$ cat src/rtl/rd_dma_pkg.sv
// Shared types and constants for the read-DMA burst executor.
package rd_dma_pkg;

    typedef enum logic [1:0] {
        ST_IDLE = 2'd0,
        ST_ADDR = 2'd1,
        ST_DATA = 2'd2,
        ST_FIN  = 2'd3
    } rd_state_e;

    localparam logic [1:0] AXI_BURST_INCR = 2'b01;
    localparam logic [1:0] AXI_RESP_OKAY  = 2'b00;

    // AXI ARSIZE encoding for a full-width beat
    function automatic logic [2:0] beat_size(input int unsigned data_width);
        return 3'($clog2(data_width / 8));
    endfunction

endpackage

$ cat src/rtl/axi_read_burst_exec_if.sv
// Request handshake, AXI read channels and FIFO write port of the read-DMA burst executor.
interface axi_read_burst_exec_if #(
    parameter int ADDR_WIDTH = 32,
    parameter int DATA_WIDTH = 64,
    parameter int ID_WIDTH   = 4,
    parameter int LSIZE      = 9
);
    logic                  fsync;
    logic [ADDR_WIDTH-1:0] base_addr;
    logic                  burst_req;
    logic                  tail_req;
    logic [LSIZE-1:0]      req_len;
    logic                  resp;
    logic                  done;

    logic [ID_WIDTH-1:0]   axi_arid;
    logic [ADDR_WIDTH-1:0] axi_araddr;
    logic [7:0]            axi_arlen;
    logic [2:0]            axi_arsize;
    logic [1:0]            axi_arburst;
    logic                  axi_arvalid;
    logic                  axi_arready;
    logic [DATA_WIDTH-1:0] axi_rdata;
    logic [1:0]            axi_rresp;
    logic                  axi_rlast;
    logic                  axi_rvalid;
    logic                  axi_rready;

    logic                  fifo_wr_en;
    logic [DATA_WIDTH-1:0] fifo_wdata;
    logic                  fifo_full;
    logic                  is_tail;
    logic                  err;

    modport slave (
        input  fsync, base_addr, burst_req, tail_req, req_len,
               axi_arready, axi_rdata, axi_rresp, axi_rlast, axi_rvalid, fifo_full,
        output resp, done, axi_arid, axi_araddr, axi_arlen, axi_arsize, axi_arburst,
               axi_arvalid, axi_rready, fifo_wr_en, fifo_wdata, is_tail, err
    );

    modport master (
        output fsync, base_addr, burst_req, tail_req, req_len,
               axi_arready, axi_rdata, axi_rresp, axi_rlast, axi_rvalid, fifo_full,
        input  resp, done, axi_arid, axi_araddr, axi_arlen, axi_arsize, axi_arburst,
               axi_arvalid, axi_rready, fifo_wr_en, fifo_wdata, is_tail, err
    );

endinterface

$ cat src/rtl/rd_beat_counter.sv
// Counts accepted R beats of one burst; flags the final beat and any rlast disagreement.
module rd_beat_counter #(
    parameter int LSIZE = 9
) (
    input  logic             clk_i,
    input  logic             rst_ni,
    input  logic             clr_i,
    input  logic [LSIZE-1:0] len_i,
    input  logic             beat_i,
    input  logic             rlast_i,
    output logic             last_beat_o,
    output logic             mismatch_o
);

    logic [LSIZE-1:0] cnt_q;
    logic [LSIZE-1:0] cnt_d;
    logic             at_last;

    always_comb begin
        at_last     = (cnt_q == len_i - LSIZE'(1));
        last_beat_o = beat_i && at_last;
        // covers both an early rlast and a missing rlast on the counted last beat
        mismatch_o  = beat_i && (rlast_i != at_last);
        cnt_d       = cnt_q;
        if (clr_i || last_beat_o) begin
            cnt_d = '0;
        end else if (beat_i) begin
            cnt_d = cnt_q + LSIZE'(1);
        end
    end

    always_ff @(posedge clk_i or negedge rst_ni) begin
        if (!rst_ni) begin
            cnt_q <= '0;
        end else begin
            cnt_q <= cnt_d;
        end
    end

endmodule

$ cat src/rtl/axi_read_burst_exec.sv
// Accepts one FIFO-status request at a time, issues a single AXI4 INCR read burst
// from a frame-relative running address and streams the R beats into the FIFO.
module axi_read_burst_exec
    import rd_dma_pkg::*;
#(
    parameter int          ADDR_WIDTH = 32,
    parameter int          DATA_WIDTH = 64,
    parameter int          ID_WIDTH   = 4,
    parameter int          LSIZE      = 9,
    parameter int unsigned ARID_VAL   = 0
) (
    input logic                  clock,
    input logic                  rst_n,
    axi_read_burst_exec_if.slave bus
);

    localparam logic [2:0] SIZE = beat_size(DATA_WIDTH);

    rd_state_e             state_q, state_d;
    logic [ADDR_WIDTH-1:0] addr_q, addr_d;
    logic [LSIZE-1:0]      len_q, len_d;
    logic                  is_tail_q, is_tail_d;
    logic                  err_q, err_d;
    logic                  resp_q, resp_d;
    logic                  pend_q, pend_d;
    logic [ADDR_WIDTH-1:0] pend_base_q, pend_base_d;

    logic req;
    logic rready;
    logic beat;
    logic last_beat;
    logic mismatch;

    assign req    = bus.burst_req | bus.tail_req;
    assign rready = (state_q == ST_DATA) && !bus.fifo_full;
    assign beat   = bus.axi_rvalid && rready;

    rd_beat_counter #(.LSIZE(LSIZE)) u_beat_counter (
        .clk_i       (clock),
        .rst_ni      (rst_n),
        .clr_i       (state_q == ST_IDLE),
        .len_i       (len_q),
        .beat_i      (beat),
        .rlast_i     (bus.axi_rlast),
        .last_beat_o (last_beat),
        .mismatch_o  (mismatch)
    );

    always_comb begin
        state_d     = state_q;
        addr_d      = addr_q;
        len_d       = len_q;
        is_tail_d   = is_tail_q;
        err_d       = err_q;
        resp_d      = 1'b0;
        pend_d      = pend_q;
        pend_base_d = pend_base_q;

        // a frame sync mid-burst is deferred so the burst in flight keeps its address
        if (bus.fsync && state_q != ST_IDLE) begin
            pend_d      = 1'b1;
            pend_base_d = bus.base_addr;
        end

        unique case (state_q)
            ST_IDLE: begin
                if (bus.fsync) begin
                    addr_d = bus.base_addr;
                    err_d  = 1'b0;
                end
                if (req) begin
                    resp_d    = 1'b1;
                    len_d     = bus.req_len;
                    is_tail_d = bus.tail_req & ~bus.burst_req;
                    state_d   = (bus.req_len != '0) ? ST_ADDR : ST_FIN;
                end
            end
            ST_ADDR: begin
                if (bus.axi_arready) begin
                    addr_d  = addr_q + (ADDR_WIDTH'(len_q) << SIZE);
                    state_d = ST_DATA;
                end
            end
            ST_DATA: begin
                if (last_beat) begin
                    state_d = ST_FIN;
                end
            end
            ST_FIN: begin
                state_d = ST_IDLE;
                pend_d  = 1'b0;
                if (bus.fsync) begin
                    addr_d = bus.base_addr;
                end else if (pend_q) begin
                    addr_d = pend_base_q;
                end
            end
            default: state_d = ST_IDLE;
        endcase

        if (beat && (bus.axi_rresp != AXI_RESP_OKAY || mismatch)) begin
            err_d = 1'b1;
        end
    end

    always_ff @(posedge clock or negedge rst_n) begin
        if (!rst_n) begin
            state_q     <= ST_IDLE;
            addr_q      <= '0;
            len_q       <= '0;
            is_tail_q   <= 1'b0;
            err_q       <= 1'b0;
            resp_q      <= 1'b0;
            pend_q      <= 1'b0;
            pend_base_q <= '0;
        end else begin
            state_q     <= state_d;
            addr_q      <= addr_d;
            len_q       <= len_d;
            is_tail_q   <= is_tail_d;
            err_q       <= err_d;
            resp_q      <= resp_d;
            pend_q      <= pend_d;
            pend_base_q <= pend_base_d;
        end
    end

    assign bus.resp        = resp_q;
    assign bus.done        = (state_q == ST_FIN);
    assign bus.axi_arid    = ID_WIDTH'(ARID_VAL);
    assign bus.axi_araddr  = addr_q;
    assign bus.axi_arlen   = 8'(len_q - LSIZE'(1));
    assign bus.axi_arsize  = SIZE;
    assign bus.axi_arburst = AXI_BURST_INCR;
    assign bus.axi_arvalid = (state_q == ST_ADDR);
    assign bus.axi_rready  = rready;
    assign bus.fifo_wr_en  = beat;
    assign bus.fifo_wdata  = bus.axi_rdata;
    assign bus.is_tail     = is_tail_q;
    assign bus.err         = err_q;

endmodule
$ cat src/flat_wrapper.sv
// flat-port wrapper written by rule: the top's interface ports become plain ports
module axi_read_burst_exec_flat import rd_dma_pkg::*;
#(
    parameter int          ADDR_WIDTH = 32,
    parameter int          DATA_WIDTH = 64,
    parameter int          ID_WIDTH   = 4,
    parameter int          LSIZE      = 9,
    parameter int unsigned ARID_VAL   = 0
)
  (clock, rst_n, bus_fsync, bus_base_addr, bus_burst_req, bus_tail_req, bus_req_len, bus_axi_arready, bus_axi_rdata, bus_axi_rresp, bus_axi_rlast, bus_axi_rvalid, bus_fifo_full, bus_resp, bus_done, bus_axi_arid, bus_axi_araddr, bus_axi_arlen, bus_axi_arsize, bus_axi_arburst, bus_axi_arvalid, bus_axi_rready, bus_fifo_wr_en, bus_fifo_wdata, bus_is_tail, bus_err);
  axi_read_burst_exec_if #(.ADDR_WIDTH(ADDR_WIDTH), .DATA_WIDTH(DATA_WIDTH), .ID_WIDTH(ID_WIDTH), .LSIZE(LSIZE)) bus_i ();
  input logic clock;
  input logic rst_n;
  input wire logic [$bits(bus_i.fsync)-1:0] bus_fsync;
  input wire logic [$bits(bus_i.base_addr)-1:0] bus_base_addr;
  input wire logic [$bits(bus_i.burst_req)-1:0] bus_burst_req;
  input wire logic [$bits(bus_i.tail_req)-1:0] bus_tail_req;
  input wire logic [$bits(bus_i.req_len)-1:0] bus_req_len;
  input wire logic [$bits(bus_i.axi_arready)-1:0] bus_axi_arready;
  input wire logic [$bits(bus_i.axi_rdata)-1:0] bus_axi_rdata;
  input wire logic [$bits(bus_i.axi_rresp)-1:0] bus_axi_rresp;
  input wire logic [$bits(bus_i.axi_rlast)-1:0] bus_axi_rlast;
  input wire logic [$bits(bus_i.axi_rvalid)-1:0] bus_axi_rvalid;
  input wire logic [$bits(bus_i.fifo_full)-1:0] bus_fifo_full;
  output wire logic [$bits(bus_i.resp)-1:0] bus_resp;
  output wire logic [$bits(bus_i.done)-1:0] bus_done;
  output wire logic [$bits(bus_i.axi_arid)-1:0] bus_axi_arid;
  output wire logic [$bits(bus_i.axi_araddr)-1:0] bus_axi_araddr;
  output wire logic [$bits(bus_i.axi_arlen)-1:0] bus_axi_arlen;
  output wire logic [$bits(bus_i.axi_arsize)-1:0] bus_axi_arsize;
  output wire logic [$bits(bus_i.axi_arburst)-1:0] bus_axi_arburst;
  output wire logic [$bits(bus_i.axi_arvalid)-1:0] bus_axi_arvalid;
  output wire logic [$bits(bus_i.axi_rready)-1:0] bus_axi_rready;
  output wire logic [$bits(bus_i.fifo_wr_en)-1:0] bus_fifo_wr_en;
  output wire logic [$bits(bus_i.fifo_wdata)-1:0] bus_fifo_wdata;
  output wire logic [$bits(bus_i.is_tail)-1:0] bus_is_tail;
  output wire logic [$bits(bus_i.err)-1:0] bus_err;
  assign bus_i.fsync = bus_fsync;
  assign bus_i.base_addr = bus_base_addr;
  assign bus_i.burst_req = bus_burst_req;
  assign bus_i.tail_req = bus_tail_req;
  assign bus_i.req_len = bus_req_len;
  assign bus_i.axi_arready = bus_axi_arready;
  assign bus_i.axi_rdata = bus_axi_rdata;
  assign bus_i.axi_rresp = bus_axi_rresp;
  assign bus_i.axi_rlast = bus_axi_rlast;
  assign bus_i.axi_rvalid = bus_axi_rvalid;
  assign bus_i.fifo_full = bus_fifo_full;
  assign bus_resp = bus_i.resp;
  assign bus_done = bus_i.done;
  assign bus_axi_arid = bus_i.axi_arid;
  assign bus_axi_araddr = bus_i.axi_araddr;
  assign bus_axi_arlen = bus_i.axi_arlen;
  assign bus_axi_arsize = bus_i.axi_arsize;
  assign bus_axi_arburst = bus_i.axi_arburst;
  assign bus_axi_arvalid = bus_i.axi_arvalid;
  assign bus_axi_rready = bus_i.axi_rready;
  assign bus_fifo_wr_en = bus_i.fifo_wr_en;
  assign bus_fifo_wdata = bus_i.fifo_wdata;
  assign bus_is_tail = bus_i.is_tail;
  assign bus_err = bus_i.err;
  axi_read_burst_exec #(.ADDR_WIDTH(ADDR_WIDTH), .DATA_WIDTH(DATA_WIDTH), .ID_WIDTH(ID_WIDTH), .LSIZE(LSIZE), .ARID_VAL(ARID_VAL)) u_core (.clock(clock), .rst_n(rst_n), .bus(bus_i));
endmodule
$ cat config.mk
export PLATFORM = sky130hd
export DESIGN_NAME = axi_read_burst_exec_flat
export DESIGN_NICKNAME = d
export VERILOG_FILES = /design/src/rtl/rd_dma_pkg.sv /design/src/rtl/axi_read_burst_exec_if.sv /design/src/rtl/rd_beat_counter.sv /design/src/rtl/axi_read_burst_exec.sv /design/src/flat_wrapper.sv
export SDC_FILE = /design/constraint.sdc
export NUM_CORES = 1
export LEC_CHECK = 0
export BUFFER_PORTS_ARGS = -buffer_cell sky130_fd_sc_hd__buf_2
export CAP_MARGIN = 20
export CORE_MARGIN = 2
export CORE_UTILIZATION = 51
export CTS_BUF_LIST = sky130_fd_sc_hd__clkbuf_4 sky130_fd_sc_hd__clkbuf_8
export DETAILED_ROUTE_END_ITERATION = 12
export PLACE_DENSITY = 0.84
export REMOVE_ABC_BUFFERS = 1
export SYNTH_ARGS = -nofsm -noshare
export SYNTH_HDL_FRONTEND = slang
export SYNTH_SLANG_ARGS = --single-unit
$ cat constraint.sdc
create_clock -name clock -period 3.1 [get_ports clock]
set_clock_uncertainty 0.05 [all_clocks]
set_input_delay 0.155 -clock clock [delete_from_list [all_inputs] [get_ports clock]]
set_output_delay 0.155 -clock clock [all_outputs]
set_load 0.005 [all_outputs]
==> flow_metrics.py <==
metrics = {
    "outcome": {
        "outcome": "completed",
    },
    "global_routing": {
        "antenna_found_initial": 0,
        "grt_use_total_pct": 32.72,
        "grt_first_pass_wirelength_um": 30540,
        "grt_pass1_vias": 4988,
        "overflow": 0,
        "grt_max_degree": 77,
    },
    "synth": {
        "synth.yosys.warnings": 0,
        "syn_avg_cell_area_sq_um": 9.453,
        "synth_ff_type": "dfrtp_1",
        "synth_edf_count": 0,
        "ys_seq_area_share_pct": 37.82,
        "synth_top_cell_by_area": "dfrtp_1",
        "ys_ff_latch": 88,
        "netlist_area_sq_um": 5823,
        "async_reset_ff_share_pct": 100.0,
        "yosysMostFrequentCell": "dfrtp_1",
        "synthCells": 616,
        "synth.area.top_cells": "dfrtp_1 (38%), buf_4 (9.4%), mux2_2 (8.7%)",
        "synth_top_area_share_pct": 37.82,
        "synth_commonest_cells": "dfrtp_1 (88), buf_4 (73), nor2_1 (52), mux2_2 (45), nand2_1 (42)",
        "yosysUniqueCellTypes": 64,
    },
    "worst_setup_path": {
        "critPathLaunch": "u_core.len_q[1]$_DFFE_PN0P_",
        "cp_slowest_cell": "or4_1",
        "end_kind": "register",
        "rr_startpoint": "u_core.len_q[1]$_DFFE_PN0P_",
        "critPathMaxFanout": 9,
        "worstPathArrival_ps": 3140,
        "worst_ep_required_time_ps": 3320,
        "cp_slowest_stage_delay_ps": 620,
        "critical_path_class": "reg2reg",
        "start_kind": "register",
        "r2r_setup_slack_ps": 180,
        "crit_chain": "ha_1, a21o_1, nand4_1, a211oi_1, o211ai_1, or4_1, o311ai_1",
    },
    "cells_and_area": {
        "stdcell_area_sq_um": 6603,
        "final_util_pct": 58.57,
        "drive_gt1_share_pct": 28.72,
        "num-nets-final": 821,
        "antenna_cells": 0,
        "syn2layout_area_growth_pct": 13.39,
    },
    "die": {
        "die_y_um": 110.9,
        "fp.dieW_um": 110.9,
        "start_util_pct": 51.66,
        "rows": 39,
        "ios": 236,
        "core_sq_um": 11270,
        "dieArea_sq_um": 12290,
    },
    "power_and_ir_drop": {
        "power_mw": 7.134,
        "leakage_nw": 2.916,
        "peakVddDrop_mv": 0.5164,
        "p_per_area_nw_per_um2": 1081,
    },
    "timing": {
        "setup_viol": 0,
        "worstMarginPinSlew_ps": 999.3,
        "fin_crit_sh_pct": 94.31,
        "timing_hold_violations_final": 0,
        "totalNegativeSetupSlack_ps": 0,
        "slew_headroom_pct": 33.38,
        "layout_min_cycle_time_ps": 2924,
        "drv_slew": 0,
        "rsz0062_at_grt": "no",
        "fmax_ghz": 0.3420,
    },
    "clocking": {
        "clkLatencyLatePin_ps": 370,
        "cts_setup_buffers": 0,
        "htreeDepth": 3,
        "clock_path_buffers": 2,
        "cts_tree": "yes",
        "cts.sinks": 88,
        "root_buffer": "clkbuf_8",
        "clk_pin_slew_worst_paths_ps": 90,
        "numCtsBuffers": 9,
    },
    "placement": {
        "dp_hpwl_um": 15210,
        "gp_congestion": 0.9248,
        "post_dp_cell_area_sq_um": 6008,
        "port_buffers": 98,
    },
    "route": {
        "routedWlPerCell_um": 24.04,
        "drt_pass1_iterations": 6,
        "vias_per_cell": 6.123,
        "route.detailed.drc": 0,
        "drtAntennaViolNets": 0,
        "vias": 5119,
        "wl_um": 20100,
        "drt_iter0_drc": 487,
    },
    "min_path": {
        "hold_start": "bus_req_len[7]",
        "hp-class": "in2reg",
    },
    "run": {
        "cap_violations": 0,
    },
}
timing repair:
item / CTS / global route
endpoints found under the setup margin: 0 / 4
endpoints found under the hold margin: 110 / 0
hold buffers: 38 / 0
resized for setup: 0 / 1
layout by cell type (no fill, tap or decap), types with 5 or more instances in the layout:
| master | synthesis | layout |
|---|---|---|
| a21oi_1 | 31 | 30 |
| a221oi_1 | 13 | 13 |
| a222oi_1 | 5 | 5 |
| a22oi_1 | 10 | 10 |
| buf_2 | 3 | 97 |
| buf_4 | 73 | 22 |
| clkbuf_8 | 0 | 10 |
| conb_1 | 2 | 9 |
| dfrtp_1 | 88 | 88 |
| dlygate4sd3_1 | 0 | 38 |
| ha_1 | 16 | 16 |
| inv_1 | 20 | 20 |
| mux2_2 | 45 | 45 |
| mux2i_1 | 13 | 13 |
| nand2_1 | 42 | 42 |
| nand3_1 | 8 | 8 |
| nor2_1 | 52 | 51 |
| nor2b_1 | 9 | 8 |
| nor3_1 | 14 | 14 |
| nor4_1 | 8 | 8 |
| o21ai_0 | 24 | 24 |
| o21ai_1 | 5 | 5 |
| o22ai_1 | 14 | 14 |
| xnor2_1 | 12 | 12 |
| xor2_1 | 8 | 8 |
per-stage QoR:
step                setup slack [ps]  hold WS, ps  instances
global route                   38.14       0.8704        836
CTS                            142.3      0.06140        836
floorplan                     -40.34       -190.6        520
finish                         176.4        8.924        836
detailed placement             152.8        260.1        782
global placement               210.3        260.1        782
layer usage:
metal  track usage [%]  wire length [um]  vias up
met5             10.00               134        -
met4             11.50               685        4
met3             25.81              3778       53
met2             51.33              9088      372
met1             32.02              6410     2425
li1                  -                 -     2265
worst max-delay path: cells and delay by family (launching register included):
family                   cells  cell delay [ps]
AND/OR/NAND/NOR              2              780
adder cells (fa/ha/maj)      1              310
AO/OA/AOI/OAI                4             1230
flip-flops                   1              460
layout make-up:
class,count,area (sq um)
fillers,933,4669
multi-input cells,410,2902
flip-flops and latches,88,2202
repair buffers,157,1031
well taps,143,178.9
clock buffers,12,152.6
inverters,22,82.58
clock inverters,4,53.80
where the power goes:
part | switching, mW | total (mW) | internal [mW]
logic | 2.25 | 4.06 | 1.81
clock network | 0.440 | 0.855 | 0.415
registers | 0.514 | 2.22 | 1.70
sequential cells by signal (all words and copies together) (netlist names):
signal / count
u_core.u_beat_counter.cnt_q: 9
u_core.pend_base_q: 32
u_core.state_q: 2
u_core.bus.is_tail: 1
u_core.len_q: 9
u_core.pend_q: 1
u_core.bus.axi_araddr: 32
u_core.bus.resp: 1
u_core.bus.err: 1
final timing paths:
check	to	cells after the start
max	u_core.bus.axi_araddr[26]$_DFFE_PN0P_	7
max reg2reg	u_core.bus.axi_araddr[26]$_DFFE_PN0P_	7
min	u_core.len_q[7]$_DFFE_PN0P_	2
min in group asynchronous	u_core.u_beat_counter.cnt_q[6]$_DFFE_PN0P_	2
max in group asynchronous	u_core.len_q[3]$_DFFE_PN0P_	3
min reg2reg	u_core.bus.err$_DFFE_PN0P_	2
logic make-up after synthesis:
kind of cell	synth area share, %
buffers and inverters	13.09
DFF	37.82
other	0.1290
and+or+nand+nor	14.25
adders and majority gates	3.782
muxes	10.94
AOI/OAI and AO/OA	16.05
xor gates and xnor gates	3.954
Note: power is estimated with default switching activity, not from simulation.
